==> config.mk <==
export PLATFORM = sky130hd
export DESIGN_NAME = cjb_alu_result_stage_v
export DESIGN_NICKNAME = d
export VERILOG_FILES = /design/src/rtl/cjb_alu_result_stage_v_pkg.sv /design/src/rtl/cjb_nbit_en_reg_v.sv /design/src/rtl/cjb_alu_result_stage_v.sv
export SDC_FILE = /design/constraint.sdc
export NUM_CORES = 1
export LEC_CHECK = 0
export ABC_AREA = 0
export CAP_MARGIN = 0
export CORE_MARGIN = 4
export CORE_UTILIZATION = 33
export DETAILED_ROUTE_END_ITERATION = 6
export PLACE_DENSITY = 0.73
export SLEW_MARGIN = 20
export SYNTH_ARGS = -nofsm -noshare
export SYNTH_HDL_FRONTEND = slang
export SYNTH_SLANG_ARGS = --single-unit
export TNS_END_PERCENT = 100
==> constraint.sdc <==
create_clock -name Clock -period 1.14 [get_ports Clock]
set_input_delay 0.228 -clock Clock [delete_from_list [all_inputs] [get_ports Clock]]
set_output_delay 0.228 -clock Clock [all_outputs]
set_load 0.005 [all_outputs]
==> src/rtl/cjb_alu_result_stage_v_pkg.sv <==
// rtl/cjb_alu_result_stage_v_pkg.sv - shared cjbRISC flag definitions and reset constants
// Purpose: flag bit positions inside the {C,N,V,Z} status vector and the
// reset values used by the ALU result stage.
// Ports: none (package).
package cjb_alu_result_stage_v_pkg;

  localparam int NUM_FLAGS = 4;

  // Bit positions inside CNVZ vectors.
  localparam int FLAG_C = 3;
  localparam int FLAG_N = 2;
  localparam int FLAG_V = 1;
  localparam int FLAG_Z = 0;

  localparam logic [NUM_FLAGS-1:0] CNVZ_RST = 4'b0000;
  localparam logic                 VALID_RST = 1'b0;

endpackage

==> src/rtl/cjb_nbit_en_reg_v.sv <==
// rtl/cjb_nbit_en_reg_v.sv - N-bit enabled register with synchronous active-low reset
// Purpose: storage element for one field of a result-stage entry.
// Ports:
//   clk_i   - rising-edge clock
//   rstn_i  - synchronous active-low reset, loads RST_VAL
//   en_i    - load enable
//   d_i     - next value
//   q_o     - registered value
module cjb_nbit_en_reg_v #(
  parameter int               WIDTH   = 8,
  parameter logic [WIDTH-1:0] RST_VAL = '0
) (
  input  logic             clk_i,
  input  logic             rstn_i,
  input  logic             en_i,
  input  logic [WIDTH-1:0] d_i,
  output logic [WIDTH-1:0] q_o
);

  logic [WIDTH-1:0] val_q;

  always_ff @(posedge clk_i) begin
    if (!rstn_i) begin
      val_q <= RST_VAL;
    end else if (en_i) begin
      val_q <= d_i;
    end
  end

  assign q_o = val_q;

endmodule

==> src/rtl/cjb_alu_result_stage_v.sv <==
// rtl/cjb_alu_result_stage_v.sv - ALU result write-back stage with status flag register
// Purpose: buffers ALU results towards the register file with a valid/ready
// handshake on both sides and maintains the architectural CNVZ status register,
// which is updated at accept time under a per-flag mask.
// Optional feature: define CJB_RESULT_SKID_EN to add a skid entry, giving full
// throughput under backpressure with In_Ready driven from registered state only.
// Ports:
//   Clock, Resetn            - clock, synchronous active-low reset
//   In_Valid / In_Ready      - input handshake
//   In_Result, In_Dest       - entry payload
//   In_CNVZ, In_Flag_Mask    - flags and per-flag update enables
//   Out_Valid / Out_Ready    - write-back handshake
//   Out_Result, Out_Dest     - write-back payload
//   CNVZ_Reg                 - status register
//   Busy                     - any entry held
module cjb_alu_result_stage_v
  import cjb_alu_result_stage_v_pkg::*;
#(
  parameter int WIDTH = 8,
  parameter int DESTW = 3
) (
  input  logic             Clock,
  input  logic             Resetn,
  input  logic             In_Valid,
  output logic             In_Ready,
  input  logic [WIDTH-1:0] In_Result,
  input  logic [3:0]       In_CNVZ,
  input  logic [3:0]       In_Flag_Mask,
  input  logic [DESTW-1:0] In_Dest,
  output logic             Out_Valid,
  input  logic             Out_Ready,
  output logic [WIDTH-1:0] Out_Result,
  output logic [DESTW-1:0] Out_Dest,
  output logic [3:0]       CNVZ_Reg,
  output logic             Busy
);

  logic             accept;
  logic             retire;
  logic             main_v_q;
  logic             main_v_d;
  logic             main_load;
  logic [WIDTH-1:0] main_res_d;
  logic [DESTW-1:0] main_dest_d;
  logic             skid_v_q;

  assign accept = In_Valid & In_Ready;
  assign retire = main_v_q & Out_Ready;

`ifdef CJB_RESULT_SKID_EN
  logic             skid_v_d;
  logic             skid_load;
  logic             take_skid;
  logic [WIDTH-1:0] skid_res_q;
  logic [DESTW-1:0] skid_dest_q;

  // Depends only on registered state (and reset), never on Out_Ready.
  assign In_Ready = Resetn & ~skid_v_q;

  always_comb begin
    take_skid   = retire & skid_v_q;
    // Input goes to main when main is free now or being freed this cycle;
    // when skid is full no accept can happen, so take_skid has priority.
    main_load   = take_skid | (accept & (retire | ~main_v_q));
    skid_load   = accept & main_v_q & ~retire;
    main_res_d  = take_skid ? skid_res_q  : In_Result;
    main_dest_d = take_skid ? skid_dest_q : In_Dest;
    main_v_d    = main_load | (main_v_q & ~retire);
    skid_v_d    = skid_load | (skid_v_q & ~retire);
  end

  cjb_nbit_en_reg_v #(.WIDTH(1), .RST_VAL(VALID_RST)) u_skid_v (
    .clk_i(Clock), .rstn_i(Resetn), .en_i(1'b1), .d_i(skid_v_d), .q_o(skid_v_q)
  );
  cjb_nbit_en_reg_v #(.WIDTH(WIDTH)) u_skid_res (
    .clk_i(Clock), .rstn_i(Resetn), .en_i(skid_load), .d_i(In_Result), .q_o(skid_res_q)
  );
  cjb_nbit_en_reg_v #(.WIDTH(DESTW)) u_skid_dest (
    .clk_i(Clock), .rstn_i(Resetn), .en_i(skid_load), .d_i(In_Dest), .q_o(skid_dest_q)
  );
`else
  assign skid_v_q = 1'b0;

  // Single entry: a new result may replace one retiring in the same cycle.
  assign In_Ready = Resetn & (~main_v_q | Out_Ready);

  always_comb begin
    main_load   = accept;
    main_res_d  = In_Result;
    main_dest_d = In_Dest;
    main_v_d    = accept | (main_v_q & ~retire);
  end
`endif

  cjb_nbit_en_reg_v #(.WIDTH(1), .RST_VAL(VALID_RST)) u_main_v (
    .clk_i(Clock), .rstn_i(Resetn), .en_i(1'b1), .d_i(main_v_d), .q_o(main_v_q)
  );
  cjb_nbit_en_reg_v #(.WIDTH(WIDTH)) u_main_res (
    .clk_i(Clock), .rstn_i(Resetn), .en_i(main_load), .d_i(main_res_d), .q_o(Out_Result)
  );
  cjb_nbit_en_reg_v #(.WIDTH(DESTW)) u_main_dest (
    .clk_i(Clock), .rstn_i(Resetn), .en_i(main_load), .d_i(main_dest_d), .q_o(Out_Dest)
  );

  // One register per flag so unmasked flags simply hold their value.
  for (genvar i = 0; i < NUM_FLAGS; i++) begin : g_flag
    cjb_nbit_en_reg_v #(.WIDTH(1), .RST_VAL(CNVZ_RST[i])) u_flag (
      .clk_i (Clock),
      .rstn_i(Resetn),
      .en_i  (accept & In_Flag_Mask[i]),
      .d_i   (In_CNVZ[i]),
      .q_o   (CNVZ_Reg[i])
    );
  end

  assign Out_Valid = main_v_q;
  assign Busy      = main_v_q | skid_v_q;

endmodule

==> impl_metrics.toml, run 1 <==
[outcome]
status = "finished, violations left"
violations = "negative setup slack"

[routing]
drtIter0Drc = 1
wl_per_cell_um = 13.0
wirelength_mm = 1.94
ant_nets = 0
first_pass_iters = 2
vias = 689
drc = 0
via_per_inst = 4.59

[pwr]
peakVddDrop_mv = 0.496
leakagePower_nw = 0.565
powerDensity_mw_per_mm2 = 1030

[yosys]
syn_inst = 80
synth_commonest_cells = "dfxtp_1 (16), nand2_1 (15), nand3_1 (11), o21ai_2 (10), buf_4 (5)"
ys_seq_area_share_pct = 44.1
ys_warn_count = 0
syn_area_per_cell_um2 = 9.09
netlist-cell-type-count = 16
yosysTopAreaCell = "dfxtp_1"
ys_async_sr_fraction_pct = 0
syn_area_um2 = 727
yosysMostFrequentCell = "dfxtp_1"
synth_nets = 103
synth_area_leaders = "dfxtp_1 (44%), o21ai_2 (12%), nand2_1 (7.7%)"
netlist.area_leader.share_pct = 44.1
synth_seq_cells = 16
synth_edf_count = 0
ys.flop_type = "dfxtp_1"

[setup_path]
worstSetupEndpointType = "primary output"
cp_slowest_stage_delay_ps = 360
path_cells = "nand2b_4 > and2_4 > buf_6"
worst-setup-path-type = "reg2out"
worst-path-max-fanout = 2
required_ps = 910
cp-start-kind = "register"
worstPathArrival_ps = 950
reg2reg_depth = 5
critPathSlowestCell = "dfxtp_2"

[timing]
hold_viol = 0
rsz0062_at_grt = "yes"
slew_violations = 0
worst_pin_slew_ps = 182
min_period_ps = 1180
holdWs_ps = 456
setup_slack_ps = -36.0
period_share_pct = 103
finalClockSkew_ps = 0.962
slew_headroom_pct = 87.8
finalSetupViolCount = 1
max_freq_ghz = 0.850

[placement]
place_congestion = 0.605
dpl.hpwl_mm = 1.42
io_buffers = 40
dpl_cell_area_mm2 = 0.00121
post-place-cells = 146

[clock_tree]
cts_tree = "built"
clk_latency_ps = 280
path_clk_slew_ps = 100
cts_hold_buf = 0
htree_levels = 1
numClockSinks = 16
clockBufferDepth = 2
clockRootBuffer = "clkbuf_4"
cts_buffers = 3

[floorplan]
die_x_um = 54.9
fp.dieH_um = 54.9
row_count = 16
core_area_mm2 = 0.00202
dieArea_mm2 = 0.00302
ios = 41
start_util_pct = 36.0

[global_routing]
overflow = 0
grt_use_total_pct = 13.7
grt_pass1_vias = 683
grt_max_degree = 18
antenna_found_initial = 0
grt_pass1_wl_mm = 2.97

[layout]
layout-area-overhead-vs-synth_pct = 73.0
antenna_cells = 0
final_area_mm2 = 0.00126
drive_above_1_share_pct = 42.3
nNetsFinal = 147
finalNonFillerCells = 150

[worst_hold_path]
hp-class = "in2reg"
hold_depth = 4

[flow_run]
max_cap_viol_count = 0
==> power by group <==
part	leakage, nW	internal (mW)	switching (mW)	total, mW
clock network	0.0210	0.194	0.182	0.376
logic	0.407	0.191	0.109	0.300
registers	0.137	0.604	0.0201	0.624
==> layout by cell type (no fill, tap or decap) <==
| cell type | n |
|---|---|
| clkdlybuf4s50_1 | 20 |
| nand2_1 | 15 |
| dfxtp_2 | 15 |
| dlygate4sd2_1 | 12 |
| nand3_1 | 11 |
| o21ai_2 | 10 |
| buf_4 | 9 |
| a31oi_1 | 4 |
| a31o_4 | 4 |
| clkdlybuf4s15_1 | 4 |
| and2_4 | 3 |
| clkbuf_4 | 3 |
| buf_2 | 2 |
| buf_6 | 2 |
| buf_12 | 2 |
| nand2b_4 | 1 |
| inv_1 | 1 |
| a21boi_0 | 1 |
| o21ai_0 | 1 |
| clkbuf_8 | 1 |
| dlymetal6s2s_1 | 1 |
| dfxtp_1 | 1 |
==> stage by stage <==
stage | setup TNS, ps | utilization [%] | power, mW | setup WS (ps)
floorplan | -282 | - | 0.760 | -35.0
global placement | -6630 | 59.8 | 0.948 | -530
detailed placement | -6630 | 59.8 | 0.953 | -514
CTS | -1340 | 60.8 | 1.31 | -138
global route | -96.8 | 62.2 | 1.38 | -74.3
finish | -36.0 | 62.2 | 1.30 | -36.0
==> routing by layer <==
metal	vias to the layer above	GRT usage (%)	share of wire, %
met4	0	6.07	0
li1	354	-	-
met2	29	21.9	46
met1	306	17.2	44
met3	0	3.75	9.8
met5	-	0	0
==> cell families (layout without fill, tap and decap cells) <==
logic type / Yosys count / after routing / share of synthesized area (%)
buffers and inverters: 14 / 57 / 14.5
flip-flops: 16 / 16 / 44.1
AND/OR/NAND/NOR: 30 / 30 / 19.4
AO/OA/AOI/OAI: 20 / 20 / 22.0
==> final timing paths <==
| check | startpoint | endpoint | slack [ps] |
|---|---|---|---|
| setup / recovery | u_main_v.q_o | In_Ready | -40 |
| hold / removal | Out_Ready | u_main_v.q_o | 460 |
| setup reg to reg | u_main_v.q_o | u_main_res.q_o[4] | 30 |
| hold reg to reg | u_main_dest.q_o[2] | u_main_dest.q_o[2] | 470 |
==> worst max-delay path, delay by kind of cell (launching register included) <==
kind	cells	cell delay [ps]
simple gates	2	190
buf+inv	1	110
flops	1	360
==> timing repair <==
item,4_1_cts,5_1_grt
pin swaps,1,1
endpoints found under the setup margin,33,20
gates resized for setup,43,9
gates cloned,0,0
buffers inserted,0,0
==> registers in the layout (all words and copies together), names as in the netlist <==
name	flops
u_main_res.q_o	8
g_flag.u_flag.q_o	4
u_main_dest.q_o	3
u_main_v.q_o	1
==> layout make-up <==
cell class                 instances  area, um2
inverter                           1       3.75
sequential                        16        339
multi-input combinational         50        347
clock buffer                       4       36.3
fill                             187        764
timing repair buffer              52        498
tap                               27       33.8
Note: power is estimated with default switching activity, not from simulation.
==> run 2: changes to the inputs <==
--- a/config.mk
+++ b/config.mk
@@ -9,6 +9,7 @@
 export CAP_MARGIN = 0
 export CORE_MARGIN = 4
 export CORE_UTILIZATION = 33
+export CTS_BUF_LIST = sky130_fd_sc_hd__clkbuf_8 sky130_fd_sc_hd__clkbuf_16
 export DETAILED_ROUTE_END_ITERATION = 6
 export PLACE_DENSITY = 0.73
 export SLEW_MARGIN = 20
==> run 2 against run 1 <==
The flow now finishes without violations. Fmax rose by 4.6%. Global-route usage increased by 0.39 points. Critical path depth is the same. Die area is the same. Non-clock buffer count grew 2. Cell count grew 1.3%. First-iteration DRC count increased to 4.0 times the previous value. Core utilization up 1.1 points. Hold slack got worse by 72 ps. Flip-flop and latch count stayed put. Via count is 2.6% higher. Combinational power is 2% higher.
==> impl_metrics.toml, run 2 (synthesis results as in run 1) <==
[routing]
vias = 707
wirelength_mm = 1.93
drc = 0
ant_nets = 0
first_pass_iters = 2
drtIter0Drc = 4
via_per_inst = 4.65
wl_per_cell_um = 12.7

[layout]
finalNonFillerCells = 152
largest_reg_flops = 8
drive_above_1_share_pct = 32.0
multi_input_area_um2 = 347
final_area_mm2 = 0.00128
layout-area-overhead-vs-synth_pct = 76.1
layout_common_cells = "clkdlybuf4s50_1 (19), dlygate4sd2_1 (18), nand2_1 (15), dfxtp_1 (15), nand3_1 (11)"
mostFrequentLayoutCell = "clkdlybuf4s50_1"
fill_cells = 185
regArea_um2 = 322
nNetsFinal = 149
antenna_cells = 0

[setup_path]
worst-path-max-fanout = 2
cp_slowest_stage_delay_ps = 350
path_buf_inv = 1
worst-setup-path-type = "reg2out"
cp-start-kind = "register"
worstSetupEndpointType = "primary output"
cpLargestDelayFamily = "flip-flops"
worstPathArrival_ps = 900
required_ps = 910
path_cells = "nand2b_4 > and2_4 > buf_6"
critPathSlowestCell = "dfxtp_2"

[clock_tree]
clockBufferDepth = 2
path_clk_slew_ps = 60
cts_tree = "built"
numClockSinks = 16
clockRootBuffer = "clkbuf_8"
cts_buffers = 3
htree_levels = 1
clk_latency_ps = 240
cts_hold_buf = 0

[floorplan]
fp.dieH_um = 54.9
ios = 41
die_x_um = 54.9
start_util_pct = 36.0
dieArea_mm2 = 0.00302
core_area_mm2 = 0.00202
row_count = 16

[global_routing]
grt_pass1_vias = 683
grt_max_degree = 17
grt_pass1_wl_mm = 3.05
overflow = 0
grt_use_total_pct = 14.1
antenna_found_initial = 0

[pwr]
combPwrFrac_pct = 21.6
p_int_mw = 1.10
peakVddDrop_mv = 0.570
pwr-share-seq_pct = 43.5
p_sw_share_pct = 22.7
leakagePower_nw = 0.587
p_clk_share_pct = 34.9
powerDensity_mw_per_mm2 = 1110
p_switching_mw = 0.322

[placement]
io_buffers = 40
post-place-cells = 146
place_congestion = 0.605
dpl.hpwl_mm = 1.42
dpl_cell_area_mm2 = 0.00121

[timing]
worst_pin_slew_ps = 185
rsz0062_at_grt = "yes"
slew_violations = 0
finalSetupViolCount = 0
slew_headroom_pct = 87.6
finalClockSkew_ps = 0.667
max_freq_ghz = 0.889
min_period_ps = 1120
hold_viol = 0
period_share_pct = 98.6

[flow_run]
max_cap_viol_count = 0

[outcome]
status = "complete, no violations"

[worst_hold_path]
hp-class = "in2reg"
==> run 2: final cells by class <==
cell class / count / area share, %
Timing Repair Buffer: 54 / 40.6
Multi-Input combinational cell: 50 / 27.1
Clock buffer: 4 / 4.30
Tap cell: 27 / 2.64
Inverter: 1 / 0.293
Sequential cell: 16 / 25.1
==> run 2: through the flow <==
| step | power (mW) | util [%] | setup TNS, ps | setup WS [ps] | hold slack (ps) |
|---|---|---|---|---|---|
| final | 1.42 | 63.3 | 0 | 15.4 | 384 |
| after detailed placement | 0.953 | 59.8 | -6630 | -514 | 460 |
| after global placement | 0.948 | 59.8 | -6630 | -530 | 447 |
| after floorplan | 0.760 | - | -282 | -35.0 | 358 |
| after CTS | 1.45 | 63.8 | 0 | 1.30 | 387 |
| after global routing | 1.50 | 63.3 | -11.3 | -11.3 | 414 |
==> run 2: power by group through the flow <==
stage                     registers, mW  logic [mW]  clock network, mW
after floorplan                   0.631       0.130                  0
after global placement            0.628       0.320                  0
after detailed placement          0.629       0.324                  0
after CTS                         0.619       0.313              0.514
after global routing              0.621       0.333              0.541
final                             0.618       0.307              0.497
==> run 2: path summary, 6_finish.rpt <==
check / to / depth (start not counted) / slack (ps) / startpoint
worst min-delay path: u_main_v.q_o / 3 / 380 / In_Valid
worst min register to register: u_main_res.q_o[4] / 2 / 470 / u_main_res.q_o[4]
worst max register to register: g_flag[0].u_flag.q_o / 4 / 90 / u_main_v.q_o
worst max-delay path: In_Ready / 3 / 20 / u_main_v.q_o
==> run 2: layer usage <==
layer / wire length, um / vias up / GRT usage [%] / share of wire (%)
met2: 849 / 29 / 22.0 / 44
met3: 190 / 0 / 5.36 / 9.8
met4: 0 / 0 / 3.64 / 0
met1: 889 / 323 / 18.2 / 46
li1: - / 355 / - / -
met5: 0 / - / 0 / 0
==> run 2: worst register-to-register path, stage by stage, from the launching register on <==
cell and delay [ps]:
dfxtp_2 350, nand2b_4 60, buf_6 130, and2_4 200, a31o_4 220
==> run 2: repair_timing <==
action,CTS,global route
pin swaps,3,0
resized for setup,32,2
endpoints found under the setup margin,33,3
setup buffers,2,0
